--- src/rtl/rr_arbiter_4_pkg.sv ---
// Shared constants for the four-client round-robin arbiter.
// Also provides the one-hot helper used for masking the current holder.
package rr_arbiter_4_pkg;

  localparam logic [0:0] ST_IDLE  = 1'b0;
  localparam logic [0:0] ST_GRANT = 1'b1;

  localparam int unsigned NUM_CLIENTS  = 4;
  localparam int unsigned IDX_W        = 2;
  localparam int unsigned MAX_HOLD_DEF = 8;

  function automatic logic [NUM_CLIENTS-1:0] idx_onehot(input logic [IDX_W-1:0] idx);
    idx_onehot = 4'b0001 << idx;
  endfunction

endpackage

--- src/rtl/rr_arbiter_4_decoder.sv ---
// 2-to-4 decoder with enable: turns the registered winner index into the
// one-hot grant vector, forcing all zeros when no grant is active.
module decoder_2x4_en (
  input  logic [1:0] a,
  input  logic       enable,
  output logic [3:0] y
);

  // Gated index decode
  always_comb begin
    y = 4'b0000;
    if (enable) begin
      case (a)
        2'd0:    y = 4'b0001;
        2'd1:    y = 4'b0010;
        2'd2:    y = 4'b0100;
        2'd3:    y = 4'b1000;
        default: y = 4'b0000;
      endcase
    end else begin
      y = 4'b0000;
    end
  end

endmodule

--- src/rtl/rr_arbiter_4.sv ---
// Four-requester round-robin arbiter; grants are held until the winner releases.
// Define ARB_TIMEOUT_EN to force rotation after MAX_HOLD cycles of contention.
module rr_arbiter_4
  import rr_arbiter_4_pkg::*;
#(
  parameter int unsigned MAX_HOLD = MAX_HOLD_DEF
) (
  input  logic                   clk,
  input  logic                   rst,
  input  logic                   enable,
  input  logic [NUM_CLIENTS-1:0] req,
  output logic [NUM_CLIENTS-1:0] gnt,
  output logic [IDX_W-1:0]       gnt_idx,
`ifdef ARB_TIMEOUT_EN
  output logic                   timeout,
`endif
  output logic                   gnt_valid
);

  if (MAX_HOLD < 2 || MAX_HOLD > 255) begin : g_bad_max_hold
    $error("rr_arbiter_4: MAX_HOLD must lie in 2..255");
  end

  // First requester at or after p, wrapping modulo 4; the reverse loop lets the
  // smallest offset overwrite larger ones.
  function automatic logic [IDX_W-1:0] rr_pick(input logic [NUM_CLIENTS-1:0] r,
                                               input logic [IDX_W-1:0]       p);
    logic [IDX_W-1:0] cand;
    rr_pick = p;
    for (int i = NUM_CLIENTS - 1; i >= 0; i--) begin
      cand = p + i[IDX_W-1:0];
      if (r[cand]) begin
        rr_pick = cand;
      end else begin
        rr_pick = rr_pick;
      end
    end
  endfunction

  logic [0:0]       state_q, state_d;
  logic [IDX_W-1:0] idx_q, idx_d;
  logic [IDX_W-1:0] ptr_q, ptr_d;
  logic             valid_q, valid_d;
  logic [IDX_W-1:0] next_ptr_s;

  assign next_ptr_s = idx_q + 2'd1;

`ifdef ARB_TIMEOUT_EN
  localparam logic [7:0] HOLD_LAST = 8'(MAX_HOLD - 1);
  logic [7:0]             hold_q, hold_d;
  logic                   timeout_q, timeout_d;
  logic [NUM_CLIENTS-1:0] others_s;

  assign others_s = req & ~idx_onehot(idx_q);
`endif

  // Next-state, winner and pointer selection
  always_comb begin
    state_d = state_q;
    idx_d   = idx_q;
    ptr_d   = ptr_q;
    valid_d = valid_q;
`ifdef ARB_TIMEOUT_EN
    hold_d    = hold_q;
    timeout_d = 1'b0;
`endif
    if (!enable) begin
      state_d = ST_IDLE;
      valid_d = 1'b0;
`ifdef ARB_TIMEOUT_EN
      hold_d  = 8'd0;
`endif
    end else begin
      case (state_q)
        ST_IDLE: begin
          if (req != 4'b0000) begin
            idx_d   = rr_pick(req, ptr_q);
            state_d = ST_GRANT;
            valid_d = 1'b1;
          end else begin
            state_d = ST_IDLE;
            valid_d = 1'b0;
          end
`ifdef ARB_TIMEOUT_EN
          hold_d = 8'd0;
`endif
        end
        ST_GRANT: begin
          if (!req[idx_q]) begin
            // Holder released: advance the pointer and re-arbitrate in the same edge
            ptr_d = next_ptr_s;
            if (req != 4'b0000) begin
              idx_d = rr_pick(req, next_ptr_s);
            end else begin
              state_d = ST_IDLE;
              valid_d = 1'b0;
            end
`ifdef ARB_TIMEOUT_EN
            hold_d = 8'd0;
          end else if (hold_q == HOLD_LAST && others_s != 4'b0000) begin
            timeout_d = 1'b1;
            ptr_d     = next_ptr_s;
            idx_d     = rr_pick(req, next_ptr_s);
            hold_d    = 8'd0;
          end else if (hold_q != HOLD_LAST) begin
            hold_d = hold_q + 8'd1;
          end else begin
            hold_d = hold_q;
`endif
          end else begin
            idx_d = idx_q;
          end
        end
        default: begin
          state_d = ST_IDLE;
          valid_d = 1'b0;
        end
      endcase
    end
  end

  // State registers with synchronous reset
  always_ff @(posedge clk) begin
    if (rst) begin
      state_q <= ST_IDLE;
      idx_q   <= 2'd0;
      ptr_q   <= 2'd0;
      valid_q <= 1'b0;
`ifdef ARB_TIMEOUT_EN
      hold_q    <= 8'd0;
      timeout_q <= 1'b0;
`endif
    end else begin
      state_q <= state_d;
      idx_q   <= idx_d;
      ptr_q   <= ptr_d;
      valid_q <= valid_d;
`ifdef ARB_TIMEOUT_EN
      hold_q    <= hold_d;
      timeout_q <= timeout_d;
`endif
    end
  end

  decoder_2x4_en u_dec (
    .a      (idx_q),
    .enable (valid_q),
    .y      (gnt)
  );

  assign gnt_idx   = idx_q;
  assign gnt_valid = valid_q;
`ifdef ARB_TIMEOUT_EN
  assign timeout   = timeout_q;
`endif

endmodule

--- config.mk ---
export PLATFORM = sky130hd
export DESIGN_NAME = rr_arbiter_4
export DESIGN_NICKNAME = d
export VERILOG_FILES = /design/src/rtl/rr_arbiter_4_pkg.sv /design/src/rtl/rr_arbiter_4_decoder.sv /design/src/rtl/rr_arbiter_4.sv
export SDC_FILE = /design/constraint.sdc
export NUM_CORES = 1
export LEC_CHECK = 0
export CAP_MARGIN = 30
export CORE_AREA = 5 5 42 44
export DETAILED_ROUTE_END_ITERATION = 8
export DIE_AREA = 0 0 47 49
export GPL_ROUTABILITY_DRIVEN = 0
export PLACE_DENSITY = 0.7
export SLEW_MARGIN = 10
export SYNTH_ARGS = -nofsm -noshare
export SYNTH_HDL_FRONTEND = slang
export SYNTH_SLANG_ARGS = --single-unit
--- constraint.sdc ---
create_clock -name clk -period 2 [get_ports clk]
set_input_delay 0.4 -clock clk [delete_from_list [all_inputs] [get_ports clk]]
set_output_delay 0.4 -clock clk [all_outputs]
set_load 0.05 [all_outputs]
After elaboration in Yosys (flattened, before gate mapping)
Index checks and enable logic that the tools add are counted.
{ "classes": {"reduce_logical": 6, "n_addsub": 7, "n_eq_ne": 7, "mux": 38, "bitwise_logic": 3, "n_lt_le_gt_ge": 9} }
{ "ops": {"columns": ["operator", "n"], "rows": [
  ["$lt 2x3->1 const B", 9],
  ["$mux 2", 11],
  ["$bmux 1 s2", 9],
  ["$pmux 4 s4", 1],
  ["$mux 1", 13],
  ["$add 2x2->2 const B", 4],
  ["$add 2x1->2 const B", 3],
  ["$ne 2x2->1 const B", 3],
  ["$eq 2x2->1 const B", 2],
  ["$mux 4", 1],
  ["$pmux 1 s2", 2],
  ["$pmux 2 s2", 1],
  ["$reduce_and 4->1", 1],
  ["$reduce_bool 4->1", 1],
  ["$not 1->1", 3],
  ["$reduce_and 3->1", 1],
  ["$eq 2x1->1 const B", 1],
  ["$logic_not 2->1", 1],
  ["$ne 2x1->1 const B", 1],
  ["$reduce_and 2->1", 1],
  ["$reduce_or 2->1", 1]
]} }
{ "word_totals": {"elab_cells": 74, "in_bits": 7, "output_inout_bits": 7, "register_bits": 6} }

Logic depth before layout (Yosys ltp)
Gate-level depths: netlist of run 1.
{ "logic_depth": {"ltp_word": 11, "ltp_mapped": 6} }

Modules after synthesis
A second synthesis of run 1 with hierarchy kept.
{ "hier_totals": {"hier_cells": 77, "hier_area_um2": 618.1} }
{ "by_module_without_submodules": {"columns": ["mod", "instances", "seq_area_each_um2", "cells_each", "area_each_um2"], "rows": [
  ["rr_arbiter_4", 1, 120.1, 73, 580.6],
  ["decoder_2x4_en", 1, 0.0, 4, 37.5]
]} }

Worst setup path before layout of run 1
No wires, ideal clock.
{ "synth_timing": {"kind": "reg-to-reg", "start": "register idx_q[0], in the netlist gnt_idx[0]", "end": "register idx_q[1], in the netlist gnt_idx[1]", "path_stages_with_launch": 7, "required_ns": 1.884, "synth_period_minus_slack_ns": 2.191, "n_path_buf": 0, "t_arrival_ns": 2.075, "path_slack_ns": -0.191, "path_cell_list": "dfxtp_1 inv_1 ha_1 mux2i_1 o211ai_1 a21o_1 a31o_2"} }
{ "synth_via": {"elab_chain_len": 11, "elab_cells_between_ends": 23} }
{ "synth_rtl": {"columns": ["element", "line_no", "text"], "rows": [
  ["start: declaration", "rr_arbiter_4.sv:41", "logic [IDX_W-1:0] idx_q, idx_d;"],
  ["start signal: assignment", "rr_arbiter_4.sv:135", "idx_q <= idx_d;"],
  ["$add 2x1->2 *", "rr_arbiter_4.sv:46", "assign next_ptr_s = idx_q + 2'd1;"],
  ["via next_ptr_s[0]", "rr_arbiter_4.sv:44", "logic [IDX_W-1:0] next_ptr_s;"],
  ["$add 2x2->2", "rr_arbiter_4.sv:31", "cand = p + i[IDX_W-1:0];"],
  ["$bmux 1 s2", "rr_arbiter_4.sv:32", "if (r[cand]) begin"],
  ["$mux 1 (implied by the code)", "rr_arbiter_4.sv:32", null],
  ["$mux 2 (3 in series)", "rr_arbiter_4.sv:32", null],
  ["$mux 2 *", "rr_arbiter_4.sv:32", null],
  ["$mux 2 *", "rr_arbiter_4.sv:92", "if (req != 4'b0000) begin"],
  ["$mux 2 *", "rr_arbiter_4.sv:89", "if (!req[idx_q]) begin"],
  ["$pmux 2 s2 *", "rr_arbiter_4.sv:74", "case (state_q)"]
]} }
Mark *: on every way through the listed nets, which the timed path passes. The rest lies on a longest branch. The select of a mux whose other input is x is not followed.
A chain may end at the register's enable or synchronous reset.

Worst setup path in the final report of run 1
{ "layout_timing": {"start": "register valid_q, in the netlist gnt_valid", "end": "output port gnt_valid"} }
{ "layout_rtl": {"columns": ["element", "line_no", "text"], "rows": [
  ["start: declaration", "rr_arbiter_4.sv:43", "logic valid_q, valid_d;"],
  ["start signal: assignment", "rr_arbiter_4.sv:137", "valid_q <= valid_d;"],
  ["end: declaration", "rr_arbiter_4.sv:17", "output logic gnt_valid"]
]} }
No word-level cell between the ends.

==> flow_summary.json, run 1 <==
{
  "run_status": "completed",
  "die_height_um": 49,
  "port-buffer-count": 13,
  "die_w_um": 47,
  "tritoncts.num_buffers": 3,
  "worstSkewPairLatency_ns": 0.24,
  "post_route_cells_drive_above_1_share_pct": 26.1,
  "relSlewSlack_pct": 66.6,
  "detail_route.drc_violations": 0,
  "worst_r2r_path_depth": 6,
  "clock_slew_at_the_register_clock_pins_of_the_worst_setup_and_hold_paths_ns": 0.04,
  "detail_route.vias_per_cell": 5.36,
  "critical_path_buf_inv_count": 1,
  "hold-path-endpoint": "gnt_valid$_SDFFE_PP0P_",
  "timing_max_transition_violations_final": 0,
  "first_iter_violations": 10,
  "yosysWarningCount": 0,
  "finalCoreUtilization_pct": 56.9,
  "r2r-start": "gnt_idx[1]$_SDFFE_PP0P_",
  "timing.critical_path.slowest_cell_delay_ns": 0.83,
  "synthSimpleGateAreaFrac_pct": 26.2,
  "synth_xor_xnor_area_share_pct": 0,
  "report.power.total_uw": 419,
  "fmax_achieved_mhz": 544,
  "post_cts.repair.setup_buffers": 0,
  "synthesis.nets": 82,
  "synthFlopType": "dfxtp_1",
  "timing_worst_slew_pin_value_ns": 0.499,
  "post-route-period-util_pct": 91.9,
  "cts.htree.levels": 1,
  "period_minus_slack_ns": 1.84,
  "boundaryPins": 14,
  "cp-start-kind": "flop",
  "final_cell_count_no_fill": 108,
  "rrSetupSlack_ns": 0.26,
  "placeableCoreArea_um2": 1400,
  "timing_worst_setup_path_type": "flop to output pin",
  "cellPowerDensity_nw_per_um2": 526,
  "die-area_um2": 2300,
  "synth_seq_cells": 6,
  "post-dp-hpwl_um": 1080,
  "grt_start_max_net_pins": 11,
  "floorplan.rows": 14,
  "worst_slack_at_placement_ns": -0.0555,
  "mux_contribution_to_synthesized_area_pct": 11.0,
  "post_synth_edffs": 0,
  "vias": 579,
  "grt_pass1_wl_um": 2310,
  "tritoncts_num_sinks": 6,
  "leakage_nw": 0.328,
  "syn-cell-area_um2": 569,
  "timing.critical_path.arrival_ns": 1.44,
  "max-clock-path-buffers": 2,
  "worst_hold_startpoint": "gnt_valid$_SDFFE_PP0P_",
  "globalRouteOverflowTotal": 0,
  "place.detailed.instances": 105,
  "final_net_count": 105,
  "peak_supply_drop_v": 0.000358,
  "report.final.setup_viol": 0,
  "critPathMaxFanout": 6,
  "critical_path_cell_count": 1,
  "timing.critical_path.max_delay_family": "buffers and inverters",
  "cp_cell_sequence": "clkdlybuf4s50_1",
  "detail-route-antenna-nets": 0,
  "ctsResizeCount": 0,
  "synth_area_in_compound_gates_pct": 24.2,
  "synth_top_family_by_area": "simple AND/OR/NAND/NOR gates",
  "clock_tree.root_cell": "clkbuf_4",
  "min-delay-path-class": "flop to flop",
  "grt_antenna_before_repair": 0,
  "worstPathRequired_ns": 1.60,
  "avgRoutedWirePerCell_um": 12.5,
  "first_global_vias": 559,
  "critical-path-slowest-cell": "clkdlybuf4s50_1",
  "insertedDiodeCount": 0,
  "synthesis.area_per_instance_um2": 8.02,
  "area_added_between_synthesis_and_finish_pct": 40.0,
  "synthCells": 71,
  "worst_clock_skew_ns": 0.00464,
  "track_usage_pct": 13.5,
  "adder_cell_share_of_the_synthesized_area_pct": 8.79,
  "rsz0062_at_grt": "false",
  "floorplan.initialDensity_pct": 40.6,
  "drtPass1Iterations": 4,
  "hold_viol": 0,
  "cts_hold_buf": 0,
  "yosysSeqAreaShare_pct": 21.1,
  "synth.distinct_cells": 30,
  "tritoncts": "yes",
  "worst_setup_path_end_kind": "output pin",
  "worst_slack_ns": 0.162,
  "max_cap_viol_count": 0,
  "postRouteWirelength_um": 1350,
  "hold-path-cell-count": 2,
  "post_synthesis_async_set_or_reset_flop_share_pct": 0,
  "crit-reg2reg-capture": "gnt_idx[1]$_SDFFE_PP0P_"
}
==> report_power, final <==
part | internal (mW) | switching, mW
logic | 0.0803 | 0.0908
clock network | 0.0678 | 0.0430
registers | 0.128 | 0.00925
total | 0.276 | 0.143
==> layout make-up <==
cell class	count	area, um^2
multi-input combinational	56	399
inverter	4	15.0
timing repair buffer	23	218
tap	16	20.0
clock buffer	3	22.5
fill	132	604
sequential	6	123
==> synthesized netlist by cell type, types with 2 or more instances <==
cell	instances	area (um^2)
nor2_1	8	30.0
dfxtp_1	6	120
nor3_1	5	25.0
a21oi_1	4	20.0
and2_1	4	25.0
ha_1	4	50.1
inv_1	4	15.0
mux2i_1	4	40.0
nor2b_1	4	25.0
a211oi_1	3	22.5
nand2_1	3	11.3
buf_4	2	15.0
nor3b_1	2	15.0
o41ai_1	2	17.5
==> cells by family (layout without fill, tap and decap cells) <==
| logic type | after synthesis | count (layout) |
|---|---|---|
| multiplexers | 5 | 5 |
| buffers and inverters | 9 | 30 |
| adder cells (fa/ha/maj) | 4 | 4 |
| flip-flops | 6 | 6 |
| AO/OA/AOI/OAI | 19 | 19 |
| AND/OR/NAND/NOR | 28 | 28 |
==> worst max path at each step <==
stage	startpoint	end	slack [ns]
floorplan	gnt_idx[0]$_SDFFE_PP0P_	gnt_idx[1]$_SDFFE_PP0P_	0.09
global route	gnt_valid$_SDFFE_PP0P_	gnt_valid	0.10
CTS	gnt_valid$_SDFFE_PP0P_	gnt_valid	0.14
finish	gnt_valid$_SDFFE_PP0P_	gnt_valid	0.16
global placement	req[0]	gnt_idx[1]$_SDFFE_PP0P_	-0.05
detailed placement	req[0]	gnt_idx[1]$_SDFFE_PP0P_	-0.06
==> metal layers <==
layer | global-route usage (%) | up-vias | wire, um | share of wire (%)
met5 | 0 | - | 0 | 0
met4 | 5.99 | 0 | 14 | 1.0
met3 | 3.32 | 2 | 51 | 3.8
met2 | 20.6 | 13 | 659 | 49
met1 | 17.2 | 263 | 624 | 46
li1 | - | 301 | - | -
==> per-stage QoR <==
step | hold WS [ns] | instance area (um^2) | setup TNS, ns
2_1_floorplan | 0.465 | 572 | 0
3_3_place_gp | 0.540 | 774 | -0.114
3_5_place_dp | 0.531 | 774 | -0.175
4_1_cts | 0.545 | 797 | 0
5_1_grt | 0.600 | 797 | 0
6_report | 0.545 | 797 | 0
==> cells in the final DEF (no fill, tap or decap) <==
master and n:
a211o_1 1, a211oi_1 3, a21o_1 1, a21oi_1 4, a21oi_2 1, a31o_2 1, and2_1 4, and3b_2 1
buf_12 2, buf_4 13, clkbuf_4 3, clkdlybuf4s50_1 8, dfxtp_1 4, dfxtp_2 2, ha_1 4, inv_1 4
mux2i_1 4, mux4_2 1, nand2_1 3, nand3b_1 1, nor2_1 8, nor2b_1 4, nor3_1 5, nor3b_1 2
o211ai_1 1, o21a_1 1, o21ai_0 1, o22ai_1 1, o311ai_0 1, o31a_1 1, o41ai_1 2
==> registers in the layout, indices dropped and copies added (netlist names) <==
signal     flops
gnt_valid      1
gnt_idx        2
state_q        1
ptr_q          2
(Power assumes the default switching activity.)
==> inputs of run 2 (changes only) <==
--- a/config.mk
+++ b/config.mk
@@ -11,6 +11,7 @@
 export DIE_AREA = 0 0 47 49
 export GPL_ROUTABILITY_DRIVEN = 0
 export PLACE_DENSITY = 0.7
+export SKIP_LAST_GASP = 1
 export SLEW_MARGIN = 10
 export SYNTH_ARGS = -nofsm -noshare
 export SYNTH_HDL_FRONTEND = slang
==> results of run 2 <==
Final layout, timing and power as in run 1 (identical DEF).
==> inputs of run 3 (changes only) <==
--- a/config.mk
+++ b/config.mk
@@ -6,13 +6,12 @@
 export NUM_CORES = 1
 export LEC_CHECK = 0
 export CAP_MARGIN = 30
-export CORE_AREA = 5 5 42 44
+export CORE_AREA = 2 2 39 41
 export DETAILED_ROUTE_END_ITERATION = 8
-export DIE_AREA = 0 0 47 49
+export DIE_AREA = 0 0 41 43
 export GPL_ROUTABILITY_DRIVEN = 0
 export PLACE_DENSITY = 0.7
 export SKIP_LAST_GASP = 1
-export SLEW_MARGIN = 10
 export SYNTH_ARGS = -nofsm -noshare
 export SYNTH_HDL_FRONTEND = slang
 export SYNTH_SLANG_ARGS = --single-unit
==> run 3 against run 2 <==
Utilization shrank 1.6 points. Clock power is 4% higher. Final cell count is 0.93% lower. Sequential power is essentially flat. Combinational power fell by 5%. Wire length increased by 0.30%. Setup slack got worse by 0.010 ns. Critical path depth stayed put. Die area decreased by 23%. Via count grew 5.7%. First-iteration DRC count shrank 10%. Count of clock-buffer cells in the layout is the same. Critical path type unchanged.
==> flow_summary.json, run 3 (synthesized netlist as in run 1, its figures left out) <==
{
  "fillerInstances": 125,
  "floorplan.initialDensity_pct": 41.1,
  "detail_route.drc_violations": 0,
  "worst_clock_skew_ns": 0.00230,
  "cts_hold_buf": 0,
  "post_cts.repair.setup_buffers": 0,
  "peak_supply_drop_v": 0.000174,
  "globalRouteOverflowTotal": 0,
  "hold_viol": 0,
  "leakage_nw": 0.318,
  "boundaryPins": 14,
  "tritoncts.num_buffers": 3,
  "rsz0062_at_grt": "false",
  "post_route_cells_drive_above_1_share_pct": 25.3,
  "cts.htree.levels": 1,
  "insertedDiodeCount": 0,
  "timing_max_transition_violations_final": 0,
  "first_global_vias": 550,
  "fmax_achieved_mhz": 541,
  "final_cell_count_no_fill": 107,
  "timing.critical_path.slowest_cell_delay_ns": 0.82,
  "placeableCoreArea_um2": 1380,
  "drtPass1Iterations": 4,
  "postRouteWirelength_um": 1350,
  "report.power.total_uw": 416,
  "critical-path-slowest-cell": "clkdlybuf4s50_1",
  "timing_worst_slew_pin_value_ns": 0.489,
  "cp_cell_sequence": "clkdlybuf4s50_1",
  "grt_antenna_before_repair": 0,
  "tritoncts": "yes",
  "run_status": "completed",
  "max_cap_viol_count": 0,
  "final_common_cell": "buf_4",
  "relSlewSlack_pct": 67.3,
  "critical_path_buf_inv_count": 1,
  "first_iter_violations": 9,
  "post-dp-hpwl_um": 1060,
  "avgRoutedWirePerCell_um": 12.6,
  "final_net_count": 104,
  "timing.critical_path.max_delay_family": "buffers and inverters",
  "worstPathRequired_ns": 1.60,
  "grt_pass1_wl_um": 2260,
  "detail_route.vias_per_cell": 5.72,
  "post-route-period-util_pct": 92.4,
  "port-buffer-count": 13,
  "vias": 612,
  "floorplan.rows": 14,
  "worstSkewPairLatency_ns": 0.25,
  "report.final.setup_viol": 0,
  "detail-route-antenna-nets": 0,
  "place.detailed.instances": 104,
  "tritoncts_num_sinks": 6,
  "die_w_um": 41,
  "timing_worst_setup_path_type": "flop to output pin",
  "area_added_between_synthesis_and_finish_pct": 34.3,
  "fin_setup_tns_ns": 0,
  "max-clock-path-buffers": 2,
  "critPathMaxFanout": 6,
  "clock_tree.root_cell": "clkbuf_4",
  "cellPowerDensity_nw_per_um2": 544,
  "ctsResizeCount": 0,
  "timing.critical_path.arrival_ns": 1.45,
  "clock_slew_at_the_register_clock_pins_of_the_worst_setup_and_hold_paths_ns": 0.04,
  "most-common-layout-cells": "14 x buf_4, 8 x nor2_1, 8 x clkdlybuf4s50_1",
  "period_minus_slack_ns": 1.85,
  "die-area_um2": 1760,
  "min-delay-path-class": "flop to flop",
  "worst_setup_path_end_kind": "output pin",
  "track_usage_pct": 19.1,
  "die_height_um": 43,
  "cp-start-kind": "flop",
  "grt_start_max_net_pins": 11
}
==> run 3: path summary, 6_finish.rpt <==
| kind | startpoint | end | slack (ns) | cells past startpoint |
|---|---|---|---|---|
| setup reg to reg | gnt_idx[1]$_SDFFE_PP0P_ | gnt_idx[1]$_SDFFE_PP0P_ | 0.29 | 6 |
| hold reg to reg | gnt_valid$_SDFFE_PP0P_ | gnt_valid$_SDFFE_PP0P_ | 0.55 | 2 |
| setup / recovery | gnt_valid$_SDFFE_PP0P_ | gnt_valid | 0.15 | 1 |
| hold / removal | gnt_valid$_SDFFE_PP0P_ | gnt_valid$_SDFFE_PP0P_ | 0.55 | 2 |
==> run 3: power breakdown <==
part | internal, mW | switching (mW)
sequential | 0.128 | 0.00990
combinational | 0.0751 | 0.0883
clock | 0.0681 | 0.0468
total | 0.271 | 0.145
==> run 3: area by class of cell <==
class	instances	area (um^2)	share of cell area, %
multi-input cells	56	399	52.2
repair buffers	22	185	24.2
flip-flops and latches	6	123	16.0
clock buffers	3	22.5	2.95
well taps	16	20.0	2.62
inverters	4	15.0	1.96
==> run 3: layer usage <==
| layer | track usage, % | part of all wire, % | up-vias |
|---|---|---|---|
| met2 | 29.7 | 46 | 24 |
| li1 | - | - | 296 |
| met1 | 22.0 | 44 | 285 |
| met5 | 0 | 0 | - |
| met4 | 15.3 | 4.0 | 0 |
| met3 | 2.09 | 5.3 | 7 |
==> run 3: stage by stage <==
stage	area (um^2)	util [%]	hold slack, ns	setup slack, ns
final	764	55.2	0.553	0.151
after global placement	742	53.6	0.540	-0.0241
after detailed placement	742	53.6	0.547	-0.0435
after global routing	764	55.2	0.614	0.0895
after floorplan	572	-	0.465	0.0919
after CTS	764	55.2	0.559	0.129
